==> src/rtl/fc_layer_load_sequencer.sv <==
// -----------------------------------------------------------------------------
// fc_layer_load_sequencer
//
// Fills one fully-connected neuron layer's value register bank from a
// valid/ready input stream. A start request first clears the layer with a
// single layer_reset pulse. Accepted beats are then written to consecutive
// addresses 0..tgt-1, and a one-cycle done pulse follows. The target count is
// num_values, clamped to LAYER_SZ.
//
// Optional build macro: FC_LOAD_ZERO_SKIP_EN
//   When defined, an accepted beat whose value is zero still advances the
//   index and counts toward the target, but issues no write. This is safe
//   because the layer was cleared in CLEAR.
//
// Parameters
//   SIZE      data width of a neuron value and width of the address port
//   LAYER_SZ  number of neurons in the driven layer
//
// Ports
//   clk           rising-edge clock
//   reset         asynchronous active-high reset
//   start         one-cycle load request, honoured only in IDLE
//   num_values    beats to load, sampled when start is accepted
//   abort         synchronous cancel of an in-progress load
//   in_valid      upstream beat valid
//   in_value      upstream beat data
//   in_ready      combinational: high while in LOAD
//   layer_reset   neuron layer synchronous clear (registered)
//   load_en       neuron layer write enable (registered)
//   load_address  neuron layer write address, zero-extended index (registered)
//   load_value    neuron layer write data (registered)
//   busy          high in any state other than IDLE (registered)
//   done          one-cycle pulse coincident with the final write (registered)
// -----------------------------------------------------------------------------
module fc_layer_load_sequencer #(
    parameter int SIZE     = 16,
    parameter int LAYER_SZ = 84,
    localparam int CNT_W   = $clog2(LAYER_SZ + 1)
) (
    input  logic             clk,
    input  logic             reset,
    input  logic             start,
    input  logic [CNT_W-1:0] num_values,
    input  logic             abort,
    input  logic             in_valid,
    input  logic [SIZE-1:0]  in_value,
    output logic             in_ready,
    output logic             layer_reset,
    output logic             load_en,
    output logic [SIZE-1:0]  load_address,
    output logic [SIZE-1:0]  load_value,
    output logic             busy,
    output logic             done
);

    localparam logic [CNT_W-1:0] LAYER_SZ_C = CNT_W'(LAYER_SZ);
    localparam logic [CNT_W-1:0] CNT_ZERO_C = {CNT_W{1'b0}};
    localparam logic [CNT_W-1:0] CNT_ONE_C  = CNT_W'(1);

    typedef enum logic [1:0] {
        ST_IDLE  = 2'd0,
        ST_CLEAR = 2'd1,
        ST_LOAD  = 2'd2,
        ST_DONE  = 2'd3
    } state_t;

    state_t            state_r;
    state_t            state_next_s;

    logic [CNT_W-1:0]  index_r;
    logic [CNT_W-1:0]  tgt_r;
    logic [CNT_W-1:0]  tgt_clamped_s;

    logic              start_ok_s;
    logic              accept_s;
    logic              last_s;
    logic              write_s;

    logic              layer_reset_r;
    logic              load_en_r;
    logic [SIZE-1:0]   load_address_r;
    logic [SIZE-1:0]   load_value_r;
    logic              busy_r;
    logic              done_r;

    logic              layer_reset_next_s;
    logic              load_en_next_s;
    logic [SIZE-1:0]   load_address_next_s;
    logic [SIZE-1:0]   load_value_next_s;
    logic              busy_next_s;
    logic              done_next_s;

    // in_ready is the only combinational output; abort still suppresses the
    // acceptance even though in_ready stays high in that cycle.
    assign in_ready = (state_r == ST_LOAD);

    // Handshake and target qualification shared by the FSM and the datapath.
    always_comb begin
        start_ok_s    = start && !abort;
        accept_s      = (state_r == ST_LOAD) && in_valid && !abort;
        // tgt_r is at least 1 whenever LOAD is reachable, so tgt_r-1 cannot wrap.
        last_s        = accept_s && (index_r == (tgt_r - CNT_ONE_C));
        if (num_values > LAYER_SZ_C) begin
            tgt_clamped_s = LAYER_SZ_C;
        end else begin
            tgt_clamped_s = num_values;
        end
`ifdef FC_LOAD_ZERO_SKIP_EN
        // A zero beat needs no write: the bank already holds zero after CLEAR.
        write_s       = accept_s && (in_value != {SIZE{1'b0}});
`else
        write_s       = accept_s;
`endif
    end

    // FSM state register.
    always_ff @(posedge clk or posedge reset) begin
        if (reset) begin
            state_r <= ST_IDLE;
        end else begin
            state_r <= state_next_s;
        end
    end

    // FSM next-state logic; abort has priority over every other transition.
    always_comb begin
        state_next_s = state_r;
        case (state_r)
            ST_IDLE: begin
                if (start_ok_s) begin
                    state_next_s = ST_CLEAR;
                end else begin
                    state_next_s = ST_IDLE;
                end
            end
            ST_CLEAR: begin
                if (abort) begin
                    state_next_s = ST_IDLE;
                end else if (tgt_r == CNT_ZERO_C) begin
                    state_next_s = ST_DONE;
                end else begin
                    state_next_s = ST_LOAD;
                end
            end
            ST_LOAD: begin
                if (abort) begin
                    state_next_s = ST_IDLE;
                end else if (last_s) begin
                    state_next_s = ST_DONE;
                end else begin
                    state_next_s = ST_LOAD;
                end
            end
            ST_DONE: begin
                state_next_s = ST_IDLE;
            end
            default: begin
                state_next_s = ST_IDLE;
            end
        endcase
    end

    // FSM output logic: next values of the registered outputs. The
    // state-derived outputs look at the next state, so each one is high
    // during the state it belongs to.
    always_comb begin
        layer_reset_next_s = (state_next_s == ST_CLEAR);
        done_next_s        = (state_next_s == ST_DONE);
        busy_next_s        = (state_next_s != ST_IDLE);
        load_en_next_s     = write_s;
        if (write_s) begin
            load_address_next_s = SIZE'(index_r);
            load_value_next_s   = in_value;
        end else begin
            load_address_next_s = load_address_r;
            load_value_next_s   = load_value_r;
        end
    end

    // Output registers.
    always_ff @(posedge clk or posedge reset) begin
        if (reset) begin
            layer_reset_r  <= 1'b0;
            load_en_r      <= 1'b0;
            load_address_r <= {SIZE{1'b0}};
            load_value_r   <= {SIZE{1'b0}};
            busy_r         <= 1'b0;
            done_r         <= 1'b0;
        end else begin
            layer_reset_r  <= layer_reset_next_s;
            load_en_r      <= load_en_next_s;
            load_address_r <= load_address_next_s;
            load_value_r   <= load_value_next_s;
            busy_r         <= busy_next_s;
            done_r         <= done_next_s;
        end
    end

    // Index and target count. The index goes back to zero on the final beat,
    // so it never reaches LAYER_SZ.
    always_ff @(posedge clk or posedge reset) begin
        if (reset) begin
            index_r <= CNT_ZERO_C;
            tgt_r   <= CNT_ZERO_C;
        end else if ((state_r == ST_IDLE) && start_ok_s) begin
            index_r <= CNT_ZERO_C;
            tgt_r   <= tgt_clamped_s;
        end else if (abort && (state_r != ST_IDLE)) begin
            index_r <= CNT_ZERO_C;
            tgt_r   <= tgt_r;
        end else if (accept_s) begin
            if (last_s) begin
                index_r <= CNT_ZERO_C;
            end else begin
                index_r <= index_r + CNT_ONE_C;
            end
            tgt_r <= tgt_r;
        end else begin
            index_r <= index_r;
            tgt_r   <= tgt_r;
        end
    end

    assign layer_reset  = layer_reset_r;
    assign load_en      = load_en_r;
    assign load_address = load_address_r;
    assign load_value   = load_value_r;
    assign busy         = busy_r;
    assign done         = done_r;

endmodule

==> config.mk <==
export PLATFORM = sky130hd
export DESIGN_NAME = fc_layer_load_sequencer
export DESIGN_NICKNAME = d
export VERILOG_FILES = /design/src/rtl/fc_layer_load_sequencer.sv
export SDC_FILE = /design/constraint.sdc
export NUM_CORES = 1
export LEC_CHECK = 0
export BUFFER_PORTS_ARGS = -buffer_cell sky130_fd_sc_hd__buf_2
export CORE_MARGIN = 5
export CORE_UTILIZATION = 50
export DETAILED_ROUTE_END_ITERATION = 6
export GPL_TIMING_DRIVEN = 1
export PLACE_DENSITY = 0.83
export SLEW_MARGIN = 20
export SYNTH_ARGS = -nofsm -noshare
export SYNTH_HDL_FRONTEND = slang
export SYNTH_SLANG_ARGS = --single-unit
==> constraint.sdc <==
create_clock -name clk -period 2.9 [get_ports clk]
set_input_delay 0.29 -clock clk [delete_from_list [all_inputs] [get_ports clk]]
set_output_delay 0.29 -clock clk [all_outputs]
set_load 0.01 [all_outputs]
==> summary.md <==
| Metric | Value |
|---|---|
| DR vias/cell | 5.16 |
| Die Outline Area | ~5400 um^2 |
| DRT iter0 DRCs | 90 |
| Post-synthesis compound-gate area fraction | 9.25% |
| Hold slack | -0.00455 ns |
| Post-synthesis simple-gate area fraction | 11.9% |
| Clk buf depth | 2 |
| Nets | 260 |
| DR WL/cell | ~14 um |
| Setup bufs post-CTS | 0 |
| Placed insts | 273 |
| Clock root cell | clkbuf_8 |
| Fin. max-slew vios | 0 |
| Synthesized area per cell | around 12 um^2 |
| Worst path max stage delay | 0.48 ns |
| CTS clk-pin slew, worst paths | 0.08 ns |
| Final WL | 3860 um |
| Most frequent cell after synthesis | dfrtp_1 |
| Worst VDD drop | around 0.00038 V |
| Antenna Nets Post-Route | 0 |
| Clock sinks | 43 |
| Largest family of logic cells by synthesized area | multiplexers |
| DIE HEIGHT | about 73 um |
| Drt drc | 0 |
| Cts bufs inserted | 5 |
| Share of cells above drive strength 1 | 41.6% |
| Synth top area share | 53.4% |
| DP Area | 2330 um^2 |
| Row cnt | 23 |
| I/O pins | 65 |
| Final Cycle Share | ~86% |
| Synth Area in Adders | between 1 and 1.5% |
| Max Clock Freq | 0.401 GHz |
| Critical R2R Launch | tgt_r[0] |
| PostCTS Resize Cnt | 0 |
| Finish-stage setup viols | 0 |
| Setup WS post-layout | 0.406 ns |
| WS Path Type | flip-flop to flip-flop |
| Largest fanout on the critical path | 10 |
| Sum of negative setup slack | 0 ns |
| Worst skew pair latency | 0.29 ns |
| Drt first pass iters | 5 |
| R2R cell count | 8 |
| Gr usage total | 14.9% |
| Final core utilization | around three fifths |
| Least-Margin Pin Slew | 0.653 ns |
| Routability Congestion | between 0.8 and 0.9 |
| Failing checks | negative hold slack |
| Yosys top cell by area | dfrtp_1 |
| Delay-heaviest family, CP | simple AND/OR/NAND/NOR gates |
| Number of port buffers | 55 |
| Max-cap violation count | 0 |
| Status | finished with violations |
| Arr. time, crit path | 2.67 ns |
| Post-synth EDFFs | 0 |
| Kind of end point of the critical path | flip-flop |
| H-tree depth | 2 |
| Synth warnings | 0 |
| Initial antenna violation count | 0 |
| Crit path time final | between 2 and 2.5 ns |
| Worst path bufs/invs | 1 |
| Core ar. | 3940 um^2 |
| #FFs+latches synth | 43 |
| Gr ovfl total | 0 |
| Die width | 73.5 um |
| CP Cell Sequence | inv_1 > ha_1 > or3b_4 > or4_4 > a211oi_2 > o211ai_4 > a31oi_1 > o22ai_1 |
| Non-Filler Instances | around 280 |
| Fillers | about 330 |
| Post-synthesis cell type count | 38 |
| Top FF cell, synth | dfrtp_1 |
| Via count | 1450 |
| Slew margin rel. | 56.2% |
| Worst r2r dst | index_r[4] |
| Commonest cells in the netlist | dfrtp_1, mux2_2, nand2_1 |
| Cell area power density | 707 nW/um^2 |
| Post-route cell area | between 2000 and 2500 um^2 |
| Mux cell area share after synthesis | 13.3% |
| Setup Skew | 0.00434 ns |
| Ant diodes | 0 |
| Worst reg2reg setup slack | 0.41 ns |
| CTS tree | done |
| Final Hold Fails | 18 |
| Seq/Total Area, Yosys | 53.4% |
| Number of global-route vias before repair | roughly 1.4k |
| Cts hold-fix bufs | 0 |
| Synth Instances | 172 |
| Startpoint Class | flip-flop |
| Initial Util | 51.1% |
| P&R area growth vs syn | 21.0% |
| LEAKAGE | 1.23 nW |
| Crit path capture | index_r[4] |
| Mapped Area | 2020 um^2 |
| CP Launch Point | tgt_r[0] |
| Xor and xnor area share after synthesis | 4.78% |
| First-pass GRT wire length | 6220 um |
| Hold crit path type | primary input to async pin |
| Synth top area cells | dfrtp_1, mux2_2, buf_4 |
| Maximum number of pins on one net before global-route repair | 33 |
| Slowest cell on the critical path | or4_4 |
| Pwr Total | 1.73 mW |
| Async SR Flop Fraction | 100% |
| Unrepaired setup endpoints after global routing | false |
| Post-place setup slack | 0.413 ns |
| CP Depth | 8 |
| Dpl hpwl | 2890 um |
| Worst Path Required | 3.08 ns |
[layout make-up]
| type | instances | area, um^2 | share of cell area (%) |
|---|---|---|---|
| inverter | 9 | 33.8 | 1.38 |
| tap | 50 | 62.6 | 2.56 |
| timing repair buffer | 57 | 290 | 11.9 |
| multi-input combinational | 114 | 865 | 35.4 |
| sequential | 43 | 1080 | 44.1 |
| clock inverter | 3 | 43.8 | 1.79 |
| clock buffer | 5 | 68.8 | 2.82 |
[where the power goes]
| part | switching [mW] | leakage (nW) | internal, mW |
|---|---|---|---|
| registers | 0.0836 | 0.556 | 0.733 |
| logic | 0.216 | 0.618 | 0.234 |
| clock network | 0.204 | 0.0581 | 0.256 |
| total | 0.503 | 1.23 | 1.22 |
[how the worst min path moves through the flow]
stage / from / to / slack (ns) / cells past startpoint
final: reset / load_value[10] / -0.005 / 2
after global routing: reset / load_value[15] / 0.03 / 2
after CTS: reset / load_value[9] / 0.007 / 2
after detailed placement: reset / load_value[9] / 0.33 / 2
after global placement: reset / load_value[10] / 0.33 / 2
after floorplan: abort / state_r[1] / 0.36 / 1
[logic make-up after synthesis]
logic type	count (synthesis)
other	1
DFF	43
and+or+nand+nor	44
xor gates and xnor gates	11
adders and majority gates	2
muxes	24
buffers and inverters	23
AOI/OAI and AO/OA	24
[metal layers]
metal | vias up | global-route usage, % | part of all wire (%)
li1 | 697 | - | -
met1 | 703 | 19.6 | 41
met2 | 43 | 23.6 | 51
met3 | 7 | 3.42 | 6.7
met4 | 0 | 6.04 | 1.9
met5 | - | 0 | 0
[state kept, by name (all words and copies together), names as in the netlist]
register	flops
load_value	16
index_r	7
load_address	7
tgt_r	7
state_r	2
busy	1
done	1
layer_reset	1
load_en	1
[cells in the final DEF (no fill, tap or decap), drive strengths merged, types with 3 or more instances in the layout]
cell	count
buf	57
a22o	3
nand2	12
o21ai	3
xnor2	5
nand3	5
a31oi	3
inv	8
dfrtp	43
clkinv	3
a32o	3
nor2	10
xor2	6
a21oi	5
mux2	23
conb	9
clkbuf	5
nand2b	3
No activity file was read; power rests on OpenSTA's default activity.
